**src/rtl/hazard_pkg.sv**
```systemverilog
// hazard_pkg: opcodes, forwarding encodings and FSM states shared by the hazard unit
package hazard_pkg;
    localparam logic [5:0] OP_RTYPE = 6'h00;
    localparam logic [5:0] OP_LW    = 6'h23;
    localparam logic [5:0] OP_ADDI  = 6'h08;
    localparam logic [5:0] OP_ANDI  = 6'h0C;
    localparam logic [5:0] OP_ORI   = 6'h0D;
    localparam logic [5:0] OP_SW    = 6'h2B;
    localparam logic [5:0] OP_BEQ   = 6'h04;
    localparam logic [1:0] FWD_RF    = 2'b00;
    localparam logic [1:0] FWD_EXMEM = 2'b01;
    localparam logic [1:0] FWD_MEMWB = 2'b10;
    typedef enum logic [1:0] {RUN, LU_STALL, BR_FLUSH} state_t;
endpackage

```
**src/rtl/hazard_fwd_ctrl_if.sv**
```systemverilog
// hazard_fwd_ctrl_if: pipeline-side signals of the hazard/forwarding unit
interface hazard_fwd_ctrl_if #(
    parameter int CNT_W = 16
);
    logic [31:0]      id_inst;
    logic             id_valid;
    logic             mux_sel_ctrl;
    logic             hold_in;
    logic [1:0]       fwd_ctrl_a;
    logic [1:0]       fwd_ctrl_b;
    logic             pc_write;
    logic             if_id_write;
    logic             id_ex_bubble;
    logic             if_id_flush;
    logic [CNT_W-1:0] stall_cnt;
    logic [CNT_W-1:0] flush_cnt;
    modport master (
        output id_inst, id_valid, mux_sel_ctrl, hold_in,
        input  fwd_ctrl_a, fwd_ctrl_b, pc_write, if_id_write, id_ex_bubble, if_id_flush,
               stall_cnt, flush_cnt
    );
    modport slave (
        input  id_inst, id_valid, mux_sel_ctrl, hold_in,
        output fwd_ctrl_a, fwd_ctrl_b, pc_write, if_id_write, id_ex_bubble, if_id_flush,
               stall_cnt, flush_cnt
    );
endinterface

```
**src/rtl/inst_decode.sv**
```systemverilog
// inst_decode: extracts sources, destination and write/load/rt-read flags from an instruction
module inst_decode import hazard_pkg::*; #(
    parameter int REG_AW = 5
) (
    input  logic [31:0]       inst,
    output logic [REG_AW-1:0] rs,
    output logic [REG_AW-1:0] rt,
    output logic [REG_AW-1:0] dst,
    output logic              wr,
    output logic              ld,
    output logic              reads_rt
);
    logic [5:0] op;
    logic       writes;
    logic       unused_bits;
    assign op = inst[31:26];
    assign rs = inst[25 -: REG_AW];
    assign rt = inst[20 -: REG_AW];
    assign unused_bits = ^inst[10:0];
    // Classify the opcode; a write to register 0 is never treated as a producer
    always_comb begin
        dst      = op == OP_RTYPE ? inst[15 -: REG_AW] : rt;
        writes   = op inside {OP_RTYPE, OP_LW, OP_ADDI, OP_ANDI, OP_ORI};
        wr       = writes && dst != '0;
        ld       = op == OP_LW && wr;
        reads_rt = op inside {OP_RTYPE, OP_SW, OP_BEQ};
    end
endmodule

```
**src/rtl/hazard_fwd_ctrl.sv**
```systemverilog
// hazard_fwd_ctrl: load-use stall, branch flush and EX/MEM, MEM/WB forwarding control
module hazard_fwd_ctrl import hazard_pkg::*; #(
    parameter int REG_AW = 5,
    parameter int CNT_W  = 16
) (
    input logic              clk,
    input logic              rst_n,
    hazard_fwd_ctrl_if.slave bus
);
    typedef struct packed {
        logic              valid;
        logic [REG_AW-1:0] dst;
        logic              wr;
        logic              ld;
    } slot_t;
    slot_t             ex, mem, wb, id_slot;
    state_t            state, state_nxt;
    logic [REG_AW-1:0] rs, rt, dst;
    logic              wr, ld, reads_rt, lu, br, hold, bubble, unused_bits;
    logic [1:0]        fa, fb, fa_nxt, fb_nxt;
    logic [CNT_W-1:0]  stall_cnt, flush_cnt;

    inst_decode #(.REG_AW(REG_AW)) u_dec (
        .inst(bus.id_inst), .rs(rs), .rt(rt), .dst(dst), .wr(wr), .ld(ld), .reads_rt(reads_rt)
    );

    // Hazard detection, operand source selection and FSM next state
    always_comb begin
        hold      = bus.hold_in;
        br        = bus.mux_sel_ctrl;
        id_slot   = {bus.id_valid, dst, wr, ld};
        lu        = bus.id_valid && ex.valid && ex.ld && (rs == ex.dst || (reads_rt && rt == ex.dst));
        bubble    = br || lu || !bus.id_valid;
        fa_nxt    = ex.valid && ex.wr && rs == ex.dst ? FWD_EXMEM :
                    mem.valid && mem.wr && rs == mem.dst ? FWD_MEMWB : FWD_RF;
        fb_nxt    = !reads_rt ? FWD_RF :
                    ex.valid && ex.wr && rt == ex.dst ? FWD_EXMEM :
                    mem.valid && mem.wr && rt == mem.dst ? FWD_MEMWB : FWD_RF;
        state_nxt = hold ? state : br ? BR_FLUSH : lu ? LU_STALL : RUN;
    end

    assign bus.pc_write     = !rst_n || (!hold && (br || !lu));
    assign bus.if_id_write  = !rst_n || (!hold && (br || !lu));
    assign bus.id_ex_bubble = rst_n && !hold && (br || lu);
    assign bus.if_id_flush  = rst_n && !hold && br;
    assign bus.fwd_ctrl_a   = fa;
    assign bus.fwd_ctrl_b   = fb;
    assign bus.stall_cnt    = stall_cnt;
    assign bus.flush_cnt    = flush_cnt;
    assign unused_bits      = ^{wb, mem.ld};

    // FSM state register
    always_ff @(posedge clk or negedge rst_n) begin
        if (!rst_n) state <= RUN;
        else        state <= state_nxt;
    end

    // Shadow pipeline slots, registered forwarding selects and saturating event counters
    always_ff @(posedge clk or negedge rst_n) begin
        if (!rst_n) begin
            ex        <= '0;
            mem       <= '0;
            wb        <= '0;
            fa        <= FWD_RF;
            fb        <= FWD_RF;
            stall_cnt <= '0;
            flush_cnt <= '0;
        end else if (!hold) begin
            ex  <= bubble ? '0 : id_slot;
            mem <= ex;
            wb  <= mem;
            fa  <= bubble ? FWD_RF : fa_nxt;
            fb  <= bubble ? FWD_RF : fb_nxt;
            if (lu && !br && stall_cnt != '1) stall_cnt <= stall_cnt + 1'b1;
            if (br && flush_cnt != '1) flush_cnt <= flush_cnt + 1'b1;
        end
    end
endmodule

```
**src/flat_wrapper.sv**
```systemverilog
// flat-port wrapper written by rule: the top's interface ports become plain ports
module hazard_fwd_ctrl_flat import hazard_pkg::*;
#(
    parameter int REG_AW = 5,
    parameter int CNT_W  = 16
)
  (clk, rst_n, bus_id_inst, bus_id_valid, bus_mux_sel_ctrl, bus_hold_in, bus_fwd_ctrl_a, bus_fwd_ctrl_b, bus_pc_write, bus_if_id_write, bus_id_ex_bubble, bus_if_id_flush, bus_stall_cnt, bus_flush_cnt);
  hazard_fwd_ctrl_if #(.CNT_W(CNT_W)) bus_i ();
  input logic clk;
  input logic rst_n;
  input wire logic [$bits(bus_i.id_inst)-1:0] bus_id_inst;
  input wire logic [$bits(bus_i.id_valid)-1:0] bus_id_valid;
  input wire logic [$bits(bus_i.mux_sel_ctrl)-1:0] bus_mux_sel_ctrl;
  input wire logic [$bits(bus_i.hold_in)-1:0] bus_hold_in;
  output wire logic [$bits(bus_i.fwd_ctrl_a)-1:0] bus_fwd_ctrl_a;
  output wire logic [$bits(bus_i.fwd_ctrl_b)-1:0] bus_fwd_ctrl_b;
  output wire logic [$bits(bus_i.pc_write)-1:0] bus_pc_write;
  output wire logic [$bits(bus_i.if_id_write)-1:0] bus_if_id_write;
  output wire logic [$bits(bus_i.id_ex_bubble)-1:0] bus_id_ex_bubble;
  output wire logic [$bits(bus_i.if_id_flush)-1:0] bus_if_id_flush;
  output wire logic [$bits(bus_i.stall_cnt)-1:0] bus_stall_cnt;
  output wire logic [$bits(bus_i.flush_cnt)-1:0] bus_flush_cnt;
  assign bus_i.id_inst = bus_id_inst;
  assign bus_i.id_valid = bus_id_valid;
  assign bus_i.mux_sel_ctrl = bus_mux_sel_ctrl;
  assign bus_i.hold_in = bus_hold_in;
  assign bus_fwd_ctrl_a = bus_i.fwd_ctrl_a;
  assign bus_fwd_ctrl_b = bus_i.fwd_ctrl_b;
  assign bus_pc_write = bus_i.pc_write;
  assign bus_if_id_write = bus_i.if_id_write;
  assign bus_id_ex_bubble = bus_i.id_ex_bubble;
  assign bus_if_id_flush = bus_i.if_id_flush;
  assign bus_stall_cnt = bus_i.stall_cnt;
  assign bus_flush_cnt = bus_i.flush_cnt;
  hazard_fwd_ctrl #(.REG_AW(REG_AW), .CNT_W(CNT_W)) u_core (.clk(clk), .rst_n(rst_n), .bus(bus_i));
endmodule
```
**config.mk**
```make
export PLATFORM = sky130hd
export DESIGN_NAME = hazard_fwd_ctrl_flat
export DESIGN_NICKNAME = d
export VERILOG_FILES = /design/src/rtl/hazard_pkg.sv /design/src/rtl/hazard_fwd_ctrl_if.sv /design/src/rtl/inst_decode.sv /design/src/rtl/hazard_fwd_ctrl.sv /design/src/flat_wrapper.sv
export SDC_FILE = /design/constraint.sdc
export NUM_CORES = 1
export LEC_CHECK = 0
export CAP_MARGIN = 5
export CORE_ASPECT_RATIO = 2
export CORE_UTILIZATION = 30
export CTS_BUF_LIST = sky130_fd_sc_hd__clkbuf_2 sky130_fd_sc_hd__clkbuf_4 sky130_fd_sc_hd__clkbuf_8
export DETAILED_ROUTE_END_ITERATION = 6
export PLACE_DENSITY_LB_ADDON = 0.08
export RECOVER_POWER = 100
export SETUP_SLACK_MARGIN = 0.15
export SLEW_MARGIN = 20
export SYNTH_ARGS = -nofsm -noshare
export SYNTH_HDL_FRONTEND = slang
export SYNTH_SLANG_ARGS = --single-unit
```
**constraint.sdc**
```tcl
create_clock -name clk -period 2.4 [get_ports clk]
set_clock_uncertainty 0.1 [all_clocks]
set_input_delay 0.36 -clock clk [delete_from_list [all_inputs] [get_ports clk]]
set_output_delay 0.36 -clock clk [all_outputs]
set_load 0.01 [all_outputs]
```
==> results.yml <==
status:
  status: "finished, final reports clean"
pwr:
  power_density_nw_per_um2: 489
  ir_drop_v: 0.000429
  cellLeakagePower_nw: 1.88
clock_tree:
  root_buffer: "clkbuf_8"
  path_clk_slew_ns: 0.09
  cts_made_buffers: 5
  clock_sinks: 51
  cts_tree: "done"
  clockBufferDepth: 2
  htreeDepth: 2
  clock_latency_ns: 0.31
logic_synthesis:
  avgSynthCellArea_um2: 10.5
  synth_cell_type_count: 46
  syn_area_um2: 2660
  ys_top_cells_by_area: "dfrtp_1, xnor2_1, xor2_1, nand4_1, mux2_1"
  synth_top_area_cell: "dfrtp_1"
  synthArstFlopShare_pct: 100
  synth_commonest_cells: "dfrtp_1, xnor2_1, nand2_1"
  synth_fp_nets: 292
  ys_ff_latch: 51
  postSynthCellCount: 253
  synth_top_area_share_pct: 47.9
  synth_enable_flop_cells: 0
  yosysMostFrequentCell: "dfrtp_1"
  ys.warnings.count: 0
  synth_flop_cell: "dfrtp_1"
  ys_seq_area_share_pct: 47.9
sta:
  timing.final.ws_setup_ns: 0.0751
  hold_viol_final: 0
  finalCritPeriodShare_pct: 96.9
  slew-limit-headroom_pct: 53.8
  slew_viol_final: 0
  rsz0062_at_grt: "true"
  fmax_mhz: 430
  min_period_ns: 2.32
  setup_violations: 0
  tightest_slew_ns: 0.692
drt:
  vias: 2259
  drtPass1Iterations: 4
  drc: 0
  ant_nets: 0
  vias_per_cell: 4.81
  drtIter0Drc: 28
  wl_per_cell_um: 16.0
  routed_wl_mm: 7.54
run:
  max-cap-violations: 0
placement:
  placedCellCount: 456
  post_dp_cell_area_um2: 3730
  place_hpwl_mm: 5.92
  gp_congestion: 0.797
  dp_slack_ns: -0.652
  io_buffers: 65
cells_and_area:
  syn_to_final_growth_pct: 46.3
  fillerInstances: 870
  fin_cells: 470
  diodes: 0
  drive_above_1_share_pct: 20.3
  final_nets: 408
  design_area_um2: 3900
  finish.utilization_pct: 45.1
setup_path:
  critPathTopFamily: "flip-flops"
  crit_chain: "xor2_1, nor3_2, buf_4, nand3_2, a21oi_1, o21ai_2, buf_2"
  cp_slowest_cell: "dfrtp_1"
  worstPathMaxFanout: 3
  start_kind: "register"
  path_buf_inv: 2
  end_kind: "primary output"
  critical_path_class: "reg -> out"
  cp.arrival_ns: 1.86
  max_stage_delay_ns: 0.43
  required_ns: 1.94
floorplanning:
  initial_core_util_pct: 30.8
  io_pins: 77
  row_count: 48
  die_area_um2: 9280
  die_height_um: 135
  fp.dieW_um: 68.6
  core_area_um2: 8650
global_routing:
  grt.total_usage_pct: 17.8
  grt_pass1_vias: 2307
  grt.overflow.total: 0
  grt_pass1_wl_mm: 11.7
  grt_max_degree: 30
  grt_antenna_before_repair: 0
min_path:
  hp-class: "in -> async"
## placed cells by master (no fill, tap or decap), drive strengths merged, types with 2 or more instances in the layout
cell type and instances:
mux2i 5, ha 2, nor2 9, inv 2
or2 2, or4 2, clkdlybuf4s50 13, o31a 2
nand4 16, a32o 2, nor3b 2, nor3 6
xor2 19, and2 2, and3 11, nand2 24
o41ai 2, dlymetal6s2s 2, xnor2 31, mux2 9
dfrtp 51, a21oi 5, dlygate4sd2 11, or3 2
dlygate4sd3 36, nand3 16, buf 49, o21ai 9
nor4 2, clkbuf 12
## kinds of logic (layout without fill, tap and decap cells)
| logic type | count (synthesis) | after routing | synth area share, % |
|---|---|---|---|
| and+or+nand+nor | 99 | 99 | 20.1 |
| AOI/OAI and AO/OA | 28 | 28 | 7.28 |
| DFF | 51 | 51 | 47.9 |
| muxes | 14 | 14 | 5.68 |
| adders and majority gates | 2 | 2 | 0.939 |
| buffers and inverters | 9 | 126 | 1.69 |
| xor gates and xnor gates | 50 | 50 | 16.4 |
## repair_timing
item | 4_1_cts | 5_1_grt
hold endpoints to repair | 2 | 0
setup buffers | 1 | 4
gates resized for setup | 34 | 6
pin swaps | 8 | 7
hold buffers | 1 | 0
setup endpoints to repair | 9 | 7
## registers in the layout, indices dropped and copies added, names as in the netlist
register               flops
u_core.bus.flush_cnt      16
u_core.bus.fwd_ctrl_a      2
u_core.bus.fwd_ctrl_b      2
u_core.bus.stall_cnt      16
u_core.ex                  8
u_core.mem                 7
## through the flow
stage,hold WS (ns),total power [W],setup TNS (ns)
detailed placement,0.106,0.00142,-5.02
finish,0.0391,0.00191,0
global placement,0.107,0.00141,-4.48
global route,0.0632,0.00201,-0.0884
floorplan,-0.0356,0.00116,0
CTS,0.0473,0.00196,-0.0265
## power by group
group / internal, W / switching, W / leakage (nW) / total [W]
combinational: 0.000211 / 0.000172 / 1.14 / 0.000383
sequential: 0.000920 / 0.0000776 / 0.691 / 0.000997
clock: 0.000228 / 0.000296 / 0.0491 / 0.000525
## metal layers
metal	wire, um	track usage, %	vias up
met1	2640	17.2	1068
met3	284	3.96	7
met5	0	0	-
met4	133	6.25	0
li1	-	-	1138
met2	4480	34.3	46
## layout make-up
cell class | instances | area, um^2 | share of cell area (%)
multi-input cells | 193 | 1410 | 36.1
flip-flops and latches | 51 | 1280 | 32.7
repair buffers | 116 | 992 | 25.5
well taps | 100 | 125 | 3.21
clock buffers | 7 | 83.8 | 2.15
inverters | 2 | 7.51 | 0.193
clock inverters | 1 | 5.00 | 0.128
## worst paths after layout
check / slack, ns / start / depth (start not counted) / to
min in group clk: 0.39 / u_core.bus.flush_cnt[8] / 1 / u_core.bus.flush_cnt[8]
max: 0.08 / u_core.ex[5] / 7 / bus_if_id_write
min reg2reg: 0.39 / u_core.bus.flush_cnt[8] / 1 / u_core.bus.flush_cnt[8]
min: 0.04 / rst_n / 2 / u_core.bus.flush_cnt[0]
max in group asynchronous: 1.67 / rst_n / 2 / u_core.bus.stall_cnt[1]
max reg2reg: 0.30 / u_core.ex[2] / 8 / u_core.bus.stall_cnt[1]
## worst register-to-register path, delay by kind of cell (launching register included)
| family | cells | cell delay, ns |
|---|---|---|
| AND/OR/NAND/NOR | 2 | 0.30 |
| XOR/XNOR | 1 | 0.16 |
| multiplexers | 1 | 0.32 |
| buffers and inverters | 3 | 0.48 |
| AO/OA/AOI/OAI | 1 | 0.22 |
| flip-flops | 1 | 0.40 |
No activity file was read; power rests on OpenSTA's default activity.
